### src/rtl/inst_fetch_unit_if.sv
// Bus bundle for inst_fetch_unit: instruction-memory request/response,
// the downstream valid/ready instruction stream, and the redirect/halt
// controls from later pipeline stages.
// master = the fetch unit; slave = its environment (memory, decode, branch unit).
interface inst_fetch_unit_if #(
  parameter int ADDR_W = 8,
  parameter int INST_W = 32
);
  logic [ADDR_W-1:0] imemAddrOut;
  logic              imemReqOut;
  logic [INST_W-1:0] imemDataIn;
  logic              instValidOut;
  logic              instReadyIn;
  logic [INST_W-1:0] instOut;
  logic [4:0]        opcodeOut;
  logic [ADDR_W-1:0] pcOut;
  logic              redirectIn;
  logic [ADDR_W-1:0] redirectPcIn;
  logic              haltIn;

  modport master (
    output imemAddrOut, imemReqOut, instValidOut, instOut, opcodeOut, pcOut,
    input  imemDataIn, instReadyIn, redirectIn, redirectPcIn, haltIn
  );

  modport slave (
    input  imemAddrOut, imemReqOut, instValidOut, instOut, opcodeOut, pcOut,
    output imemDataIn, instReadyIn, redirectIn, redirectPcIn, haltIn
  );
endinterface

### src/rtl/inst_fetch_unit.sv
// inst_fetch_unit: pipeline front end. Holds the PC, issues word fetches to a
// one-cycle synchronous instruction memory, buffers returned words with their
// PCs in a 2-entry FIFO and hands them to decode over valid/ready.
// A redirect flushes the FIFO and any in-flight fetch (epoch tag) and reloads
// the PC; haltIn only suppresses new fetches.
// Optional build macro FETCH_PERF_EN adds saturating stall/flush counters.
module inst_fetch_unit #(
  parameter int              ADDR_W   = 8,
  parameter int              INST_W   = 32,
  parameter logic [ADDR_W-1:0] RESET_PC = '0
) (
  input  logic               clk,
  input  logic               rst_n,
  inst_fetch_unit_if.master  bus
`ifdef FETCH_PERF_EN
  ,
  output logic [15:0]        perfStallCntOut,
  output logic [15:0]        perfFlushCntOut
`endif
);

  // Control state
  logic [ADDR_W-1:0] pc_reg;
  logic [1:0]        count;
  logic              inflight;
  logic              inflight_epoch;
  logic              epoch;

  // Data state: PC of the outstanding request and the two FIFO slots (head first)
  logic [ADDR_W-1:0] inflight_pc;
  logic [ADDR_W-1:0] head_pc;
  logic [INST_W-1:0] head_inst;
  logic [ADDR_W-1:0] tail_pc;
  logic [INST_W-1:0] tail_inst;

  logic              valid;
  logic              pop;
  logic              push;
  logic              issue;
  logic [2:0]        occupancy;
  logic [INST_W-1:0] head_out;

  // Handshake, response acceptance and issue decision for this cycle
  always_comb begin
    valid     = (count != 2'd0);
    pop       = valid & bus.instReadyIn;
    // a response is kept only if its request belongs to the current epoch
    // and no redirect is flushing the buffer this cycle
    push      = inflight & (inflight_epoch == epoch) & ~bus.redirectIn;
    // count + inflight - pop; pop implies count >= 1, so no underflow
    occupancy = {1'b0, count} + {2'b00, inflight} - {2'b00, pop};
    // rst_n keeps the request low while reset is held asynchronously
    issue     = rst_n & ~bus.haltIn & ~bus.redirectIn & (occupancy < 3'd2);
  end

  // Output drive; head fields read as zero whenever the FIFO is empty
  always_comb begin
    head_out         = valid ? head_inst : '0;
    bus.imemReqOut   = issue;
    bus.imemAddrOut  = pc_reg;
    bus.instValidOut = valid;
    bus.instOut      = head_out;
    bus.opcodeOut    = head_out[INST_W-1 -: 5];
    bus.pcOut        = valid ? head_pc : '0;
  end

  // PC, FIFO occupancy, in-flight tag and epoch
  always_ff @(posedge clk or negedge rst_n) begin
    if (!rst_n) begin
      pc_reg         <= RESET_PC;
      count          <= 2'd0;
      inflight       <= 1'b0;
      inflight_epoch <= 1'b0;
      epoch          <= 1'b0;
    end else begin
      inflight       <= issue;
      inflight_epoch <= epoch;
      if (bus.redirectIn) begin
        pc_reg <= bus.redirectPcIn;
        epoch  <= ~epoch;
        count  <= 2'd0;
      end else begin
        if (issue) pc_reg <= pc_reg + 1'b1;
        case ({push, pop})
          2'b10:   count <= count + 2'd1;
          2'b01:   count <= count - 2'd1;
          default: count <= count;
        endcase
      end
    end
  end

  // FIFO payload and in-flight PC; meaning is qualified by count/inflight
  always_ff @(posedge clk) begin
    if (issue) inflight_pc <= pc_reg;
    case ({push, pop})
      2'b10: begin
        if (count == 2'd0) begin
          head_pc   <= inflight_pc;
          head_inst <= bus.imemDataIn;
        end else begin
          tail_pc   <= inflight_pc;
          tail_inst <= bus.imemDataIn;
        end
      end
      2'b01: begin
        head_pc   <= tail_pc;
        head_inst <= tail_inst;
      end
      2'b11: begin
        if (count == 2'd1) begin
          head_pc   <= inflight_pc;
          head_inst <= bus.imemDataIn;
        end else begin
          head_pc   <= tail_pc;
          head_inst <= tail_inst;
          tail_pc   <= inflight_pc;
          tail_inst <= bus.imemDataIn;
        end
      end
      default: ;
    endcase
  end

`ifdef FETCH_PERF_EN
  // Saturating counters: decode back-pressure cycles and redirect cycles
  always_ff @(posedge clk or negedge rst_n) begin
    if (!rst_n) begin
      perfStallCntOut <= 16'd0;
      perfFlushCntOut <= 16'd0;
    end else begin
      if (valid && !bus.instReadyIn && perfStallCntOut != 16'hFFFF)
        perfStallCntOut <= perfStallCntOut + 16'd1;
      if (bus.redirectIn && perfFlushCntOut != 16'hFFFF)
        perfFlushCntOut <= perfFlushCntOut + 16'd1;
    end
  end
`endif

endmodule

### src/flat_wrapper.sv
// flat-port wrapper written by rule: the top's interface ports become plain ports
module inst_fetch_unit_flat 
#(
  parameter int              ADDR_W   = 8,
  parameter int              INST_W   = 32,
  parameter logic [ADDR_W-1:0] RESET_PC = '0
)
  (clk, rst_n, bus_imemAddrOut, bus_imemReqOut, bus_instValidOut, bus_instOut, bus_opcodeOut, bus_pcOut, bus_imemDataIn, bus_instReadyIn, bus_redirectIn, bus_redirectPcIn, bus_haltIn);
  inst_fetch_unit_if #(.ADDR_W(ADDR_W), .INST_W(INST_W)) bus_i ();
  input  logic clk;
  input  logic rst_n;
  output wire logic [$bits(bus_i.imemAddrOut)-1:0] bus_imemAddrOut;
  output wire logic [$bits(bus_i.imemReqOut)-1:0] bus_imemReqOut;
  output wire logic [$bits(bus_i.instValidOut)-1:0] bus_instValidOut;
  output wire logic [$bits(bus_i.instOut)-1:0] bus_instOut;
  output wire logic [$bits(bus_i.opcodeOut)-1:0] bus_opcodeOut;
  output wire logic [$bits(bus_i.pcOut)-1:0] bus_pcOut;
  input wire logic [$bits(bus_i.imemDataIn)-1:0] bus_imemDataIn;
  input wire logic [$bits(bus_i.instReadyIn)-1:0] bus_instReadyIn;
  input wire logic [$bits(bus_i.redirectIn)-1:0] bus_redirectIn;
  input wire logic [$bits(bus_i.redirectPcIn)-1:0] bus_redirectPcIn;
  input wire logic [$bits(bus_i.haltIn)-1:0] bus_haltIn;
  assign bus_imemAddrOut = bus_i.imemAddrOut;
  assign bus_imemReqOut = bus_i.imemReqOut;
  assign bus_instValidOut = bus_i.instValidOut;
  assign bus_instOut = bus_i.instOut;
  assign bus_opcodeOut = bus_i.opcodeOut;
  assign bus_pcOut = bus_i.pcOut;
  assign bus_i.imemDataIn = bus_imemDataIn;
  assign bus_i.instReadyIn = bus_instReadyIn;
  assign bus_i.redirectIn = bus_redirectIn;
  assign bus_i.redirectPcIn = bus_redirectPcIn;
  assign bus_i.haltIn = bus_haltIn;
  inst_fetch_unit #(.ADDR_W(ADDR_W), .INST_W(INST_W), .RESET_PC(RESET_PC)) u_core (.clk(clk), .rst_n(rst_n), .bus(bus_i));
endmodule
### config.mk
export PLATFORM = sky130hd
export DESIGN_NAME = inst_fetch_unit_flat
export DESIGN_NICKNAME = d
export VERILOG_FILES = /design/src/rtl/inst_fetch_unit_if.sv /design/src/rtl/inst_fetch_unit.sv /design/src/flat_wrapper.sv
export SDC_FILE = /design/constraint.sdc
export NUM_CORES = 1
export LEC_CHECK = 0
export CORE_UTILIZATION = 45
export DETAILED_ROUTE_END_ITERATION = 8
export PLACE_DENSITY = 0.76
export SLEW_MARGIN = 30
export SYNTH_ARGS = -nofsm -noshare
export SYNTH_HDL_FRONTEND = slang
export SYNTH_SLANG_ARGS = --single-unit
### constraint.sdc
create_clock -name clk -period 4.6 [get_ports clk]
set_clock_uncertainty 0.1 [all_clocks]
set_input_delay 0.69 -clock clk [delete_from_list [all_inputs] [get_ports clk]]
set_output_delay 0.69 -clock clk [all_outputs]
set_load 0.005 [all_outputs]
Yosys cells after proc, flatten, opt, wreduce, memory -nomap -nowiden
Index checks and enable logic that the tools add are counted.
{"block": "classes", "bitwise_logic": 9, "reduce_logical": 8, "eq_ne": 8, "mux": 18, "magnitude_cmp": 1, "n_addsub": 5}
{"operator": "$mux W32", "n": 5}
{"operator": "$pmux W32 S3", "n": 1}
{"operator": "$pmux W32 S2", "n": 1}
{"operator": "$mux W8", "n": 7}
{"operator": "$pmux W8 S3", "n": 1}
{"operator": "$pmux W8 S2", "n": 1}
{"operator": "$add A8 B1 Y8 const B", "n": 1}
{"operator": "$and A1 B1 Y1", "n": 6}
{"operator": "$reduce_bool A2 Y1", "n": 3}
{"operator": "$reduce_bool A3 Y1", "n": 2}
{"operator": "$eq A2 B1 Y1 const B", "n": 2}
{"operator": "$eq A2 B2 Y1 const B", "n": 2}
{"operator": "$ne A2 B2 Y1 const B", "n": 2}
{"operator": "$pmux W2 S2", "n": 1}
{"operator": "$add A2 B1 Y3", "n": 1}
{"operator": "$lt A3 B2 Y1 const B", "n": 1}
{"operator": "$not A1 Y1", "n": 3}
{"operator": "$reduce_and A3 Y1", "n": 1}
{"operator": "$sub A3 B1 Y3", "n": 1}
{"operator": "$add A2 B1 Y2 const B", "n": 1}
{"operator": "$logic_not A2 Y1", "n": 1}
{"operator": "$mux W2", "n": 1}
{"operator": "$ne A2 B1 Y1 const B", "n": 1}
{"operator": "$reduce_and A2 Y1", "n": 1}
{"operator": "2 further kinds", "n": 2}
{"block": "word_totals", "wordCells": 59, "reg_bits": 101, "in_bits": 45}

Depth between registers and ports, before layout
Gate-level depths: netlist of run 1.
{"block": "logic_depth", "word_depth": 7, "ltp_mapped": 12, "mapped_depth_nobuf": 11}

Worst setup path after synthesis of run 1
Ideal clock, no wire load.
{"block": "synth_timing", "path_kind": "input to register", "start": "input port bus_redirectIn", "end": "register u_core.tail_inst[0], enable pin", "t_required_ps": 4002, "arrival_time_ps": 4003, "setup_ps": 498, "cell_stages": 3, "path_slack_ps": -1, "cell_sequence": "inv_1 > nand3_1 > a211oi_1"}
{"block": "synth_via", "elab_chain_cells": 5, "elab_cells_between_ends": 8, "cone_classes": "eq/ne (4); bitwise (2); reduce/logical (2)"}
{"item": "start, declared", "line": "flat_wrapper.sv:20", "source": "input wire logic [$bits(bus_i.redirectIn)-1:0] bus_redirectIn;"}
{"item": "$not A1 Y1 *", "line": "inst_fetch_unit.sv:49", "source": "push = inflight & (inflight_epoch == epoch) & ~bus.redirectIn;"}
{"item": "$and A1 B1 Y1 *", "line": "inst_fetch_unit.sv:49"}
{"item": "$eq A2 B2 Y1", "line": "inst_fetch_unit.sv:96", "source": "case ({push, pop})"}
{"item": "$ne A2 B2 Y1 (no line) / $reduce_bool A2 Y1 (equally long branches)"}
{"item": "$reduce_and A3 Y1 (no line) *"}
{"item": "end signal, assigned", "line": "inst_fetch_unit.sv:103", "source": "tail_inst <= bus.imemDataIn;"}
{"item": "end signal, assigned", "line": "inst_fetch_unit.sv:118", "source": "tail_inst <= bus.imemDataIn;"}
{"item": "end, declared", "line": "inst_fetch_unit.sv:34", "source": "logic [INST_W-1:0] tail_inst;"}
Every way passes the cells marked *; elsewhere a longest branch is shown, timed or not.
A chain may end at the register's enable or synchronous reset.

Worst setup path in the final report of run 1
{"block": "layout_timing", "start": "input port bus_instReadyIn", "end": "output port bus_imemReqOut"}
{"block": "layout_via", "elab_chain_cells": 4}
{"item": "start, declared", "line": "flat_wrapper.sv:19", "source": "input wire logic [$bits(bus_i.instReadyIn)-1:0] bus_instReadyIn;"}
{"item": "$and A1 B1 Y1", "line": "inst_fetch_unit.sv:46", "source": "pop = valid & bus.instReadyIn;"}
{"item": "$sub A3 B1 Y3", "line": "inst_fetch_unit.sv:51", "source": "occupancy = {1'b0, count} + {2'b00, inflight} - {2'b00, pop};"}
{"item": "$lt A3 B2 Y1", "line": "inst_fetch_unit.sv:53", "source": "issue = rst_n & ~bus.haltIn & ~bus.redirectIn & (occupancy < 3'd2);"}
{"item": "$and A1 B1 Y1", "line": "inst_fetch_unit.sv:53"}
{"item": "end, declared", "line": "flat_wrapper.sv:13", "source": "output wire logic [$bits(bus_i.imemReqOut)-1:0] bus_imemReqOut;"}
Every way passes these cells.

==> results of run 1 <==
metrics by stage:
step / utilization, % / instances / setup slack, ns / hold WS [ns] / total power [mW]
after floorplan: - / 263 / 0.163 / 0.294 / 1.71
after global placement: 58.6 / 465 / 0.284 / 0.323 / 2.15
after detailed placement: 58.6 / 465 / 0.197 / 0.331 / 2.18
after CTS: 60.9 / 481 / 0.181 / 0.351 / 2.78
after global routing: 60.9 / 481 / 0.0225 / 0.363 / 2.89
final: 60.9 / 481 / 0.177 / 0.343 / 2.74
layer usage:
layer	vias up	wire length [um]
met2	84	3620
met3	8	391
met4	0	112
met1	1236	3510
li1	1171	-
met5	-	0
worst register-to-register path, stage by stage, from the launching register on:
cell	delay, ns
dfrtp_1	0.48
inv_1	0.10
ha_2	0.19
nor2b_1	0.20
xnor2_1	0.20
nand2_1	0.11
fa_1	0.50
nand2_1	0.05
or4_1	0.61
clkinv_8	0.16
mux2_2	0.34
a221o_1	0.29
kinds of logic after synthesis:
kind of cell,synth area share (%)
buf+inv,2.99
flops,70.2
fa+ha+maj,1.60
xor+xnor,0.829
mux,12.4
simple gates,9.23
compound gates,2.81
power groups by stage:
stage	Combinational, mW	Sequential [mW]	Clock [mW]
2_1_floorplan	0.472	1.24	0
4_1_cts	0.936	1.22	0.618
3_3_place_gp	0.908	1.24	0
5_1_grt	1.00	1.24	0.651
3_5_place_dp	0.932	1.24	0
6_report	0.921	1.22	0.598
worst min-delay path by stage:
stage / startpoint / end / slack [ns] / cells after the start
after global placement: u_core.epoch / u_core.inflight_epoch / 0.32 / 0
after floorplan: rst_n / u_core.bus.imemAddrOut[0] / 0.29 / 0
final: u_core.epoch / u_core.inflight_epoch / 0.34 / 0
after CTS: u_core.epoch / u_core.inflight_epoch / 0.35 / 0
after global routing: u_core.epoch / u_core.inflight_epoch / 0.36 / 0
after detailed placement: u_core.epoch / u_core.inflight_epoch / 0.33 / 0
flip-flops by register name, indices dropped and copies added, names as in the netlist:
| name | flops |
|---|---|
| u_core.bus.imemAddrOut | 8 |
| u_core.count | 2 |
| u_core.epoch | 1 |
| u_core.head_inst | 32 |
| u_core.head_pc | 8 |
| u_core.inflight | 1 |
| u_core.inflight_epoch | 1 |
| u_core.inflight_pc | 8 |
| u_core.tail_inst | 32 |
| u_core.tail_pc | 8 |
cells in the final DEF, fill, tap and decap left out, types with 6 or more instances in the layout:
cell type / count
buf_4: 7
clkbuf_8: 9
clkdlybuf4s50_1: 99
dfrtp_1: 13
edfxtp_1: 88
inv_1: 6
mux2_2: 38
nand2_1: 8
nor2_1: 6
nor2b_1: 41
area by class of cell:
class | instances | area [sq um] | share of cell area (%)
Multi-Input combinational cell | 140 | 1170 | 21.0
Tap cell | 111 | 139 | 2.49
Sequential cell | 101 | 2970 | 53.2
Timing Repair Buffer | 106 | 1040 | 18.7
Inverter | 7 | 38.8 | 0.696
Clock inverter | 6 | 85.1 | 1.53
Clock buffer | 10 | 128 | 2.29
==> results.ini, run 1 <==
[finish]
nets=414
diodes=0
drive_gt1_share_pct=17.3
areaGrowthSynthToFinish_pct=31.8
num-fill-cells=703
final_area_sq_um=5570

[clock_tree]
clock_path_buffers=2
holdBufCountCts=0
cts.sinks=101
cts_resized=0
post_cts_buffers=0
cts_tree=yes
clk_latency_ns=0.35
root_buffer=clkbuf_8
cts.clk_slew.worst_paths_ns=0.08
cts_buffers=9
ctsHtreeMaxLevel=3

[pwr]
intPower_mw=1.99
p_per_area_nw_per_um2=492
clock_power_share_pct=21.8
sequentialPowerShare_pct=44.6
p_sw_share_pct=27.4
comb_power_share_pct=33.6
p_switching_mw=0.752
p_leak_nw=1.89
peakVddDrop_v=0.000336

[synthesis]
syn_inst=263
ys_seq_area_share_pct=70.2
synth_common_cells=88 x edfxtp_1, 41 x nor2b_1, 38 x mux2_2
synth_flop_cell=edfxtp_1
netlist_top_cells_area=edfxtp_1 62%, mux2_2 10%, dfrtp_1 7.7%
post-synth-top-count-cell=edfxtp_1
synth_edf_count=88
ys_types=36
syn_area_sq_um=4230
avgSynthCellArea_sq_um=16.1
yosysTopAreaCell=edfxtp_1
yosys_warnings=0
ys_seq_elements=101
async_reset_ff_share_pct=12.9
synth_top_area_share_pct=62.5
synth_nets=312

[sta]
tightest_slew_ns=0.552
slew-limit-headroom_pct=63.2
drv_slew=0
setup-violations-final=0
rsz0062_at_grt=no
fin_crit_ns=4.42
min_period_over_period_pct=96.2
clock.fmax_mhz=226
hold_viol_final=0
finalSetupTns_ns=0

[global_route]
use_met1_pct=22.1
grt-ovfl-total=0
grtUsageTotal_pct=16.6
grt_max_degree=43
globalRouteMet3Util_pct=3.12
grt_pass1_wl_um=12600
grt_busiest_layer=met2
first_global_vias=2564
antenna_found_initial=0
grt_util_met2_pct=27.1

[floorplan]
die-area_sq_um=9790
die_x_um=98.9
io_pins=100
num_rows=35
die_height_um=98.9
fp.coreArea_sq_um=9150
start_util_pct=46.2

[worst_hold_path]
hold_class=flip-flop to flip-flop

[setup_path]
start_kind=input pin
cp.arrival_ns=3.63
max_stage_delay_ns=0.61
cp.required_ns=3.81
cp_top_family=buffers and inverters
crit_path_end=bus_imemReqOut
crit_fanout=18
slowest_stage=or4_1
path_cells=clkdlybuf4s50_1 -> nor2b_1 -> xnor2_1 -> nand2_1 -> fa_1 -> nand2_1 -> or4_1 -> clkinv_8 -> clkdlybuf4s50_1
timing.rr.end=u_core.bus.imemAddrOut[5]
worstPathBufferInverterCount=3
crit_path_end_kind=primary output
path_class=input pin to primary output
r2r_start=u_core.count[1]
cp_num_cells=9
crit_path_start=bus_instReadyIn
rr_worst_depth=11
rrSetupSlack_ns=1.16

[placement]
hpwl_um=4970
place_congestion=0.779
place_area_sq_um=5360
io_buffers=99

[drt]
drt_iter0_drc=81
ant_nets=0
wl_per_cell_um=15.9
routed_wl_um=7640
drcViolationCount=0
avgViaCountPerCell=5.20
num_vias=2499
firstDrtPassIters=4

[outcome]
outcome=completed

[job]
maxCapViolCount=0

(Power assumes the default switching activity.)
==> run 2: changes to the inputs <==
--- a/config.mk
+++ b/config.mk
@@ -7,6 +7,7 @@
 export LEC_CHECK = 0
 export CORE_UTILIZATION = 45
 export DETAILED_ROUTE_END_ITERATION = 8
+export HOLD_SLACK_MARGIN = 0.1
 export PLACE_DENSITY = 0.76
 export SLEW_MARGIN = 30
 export SYNTH_ARGS = -nofsm -noshare
==> results of run 2 <==
Final layout, timing and power as in run 1 (identical DEF).
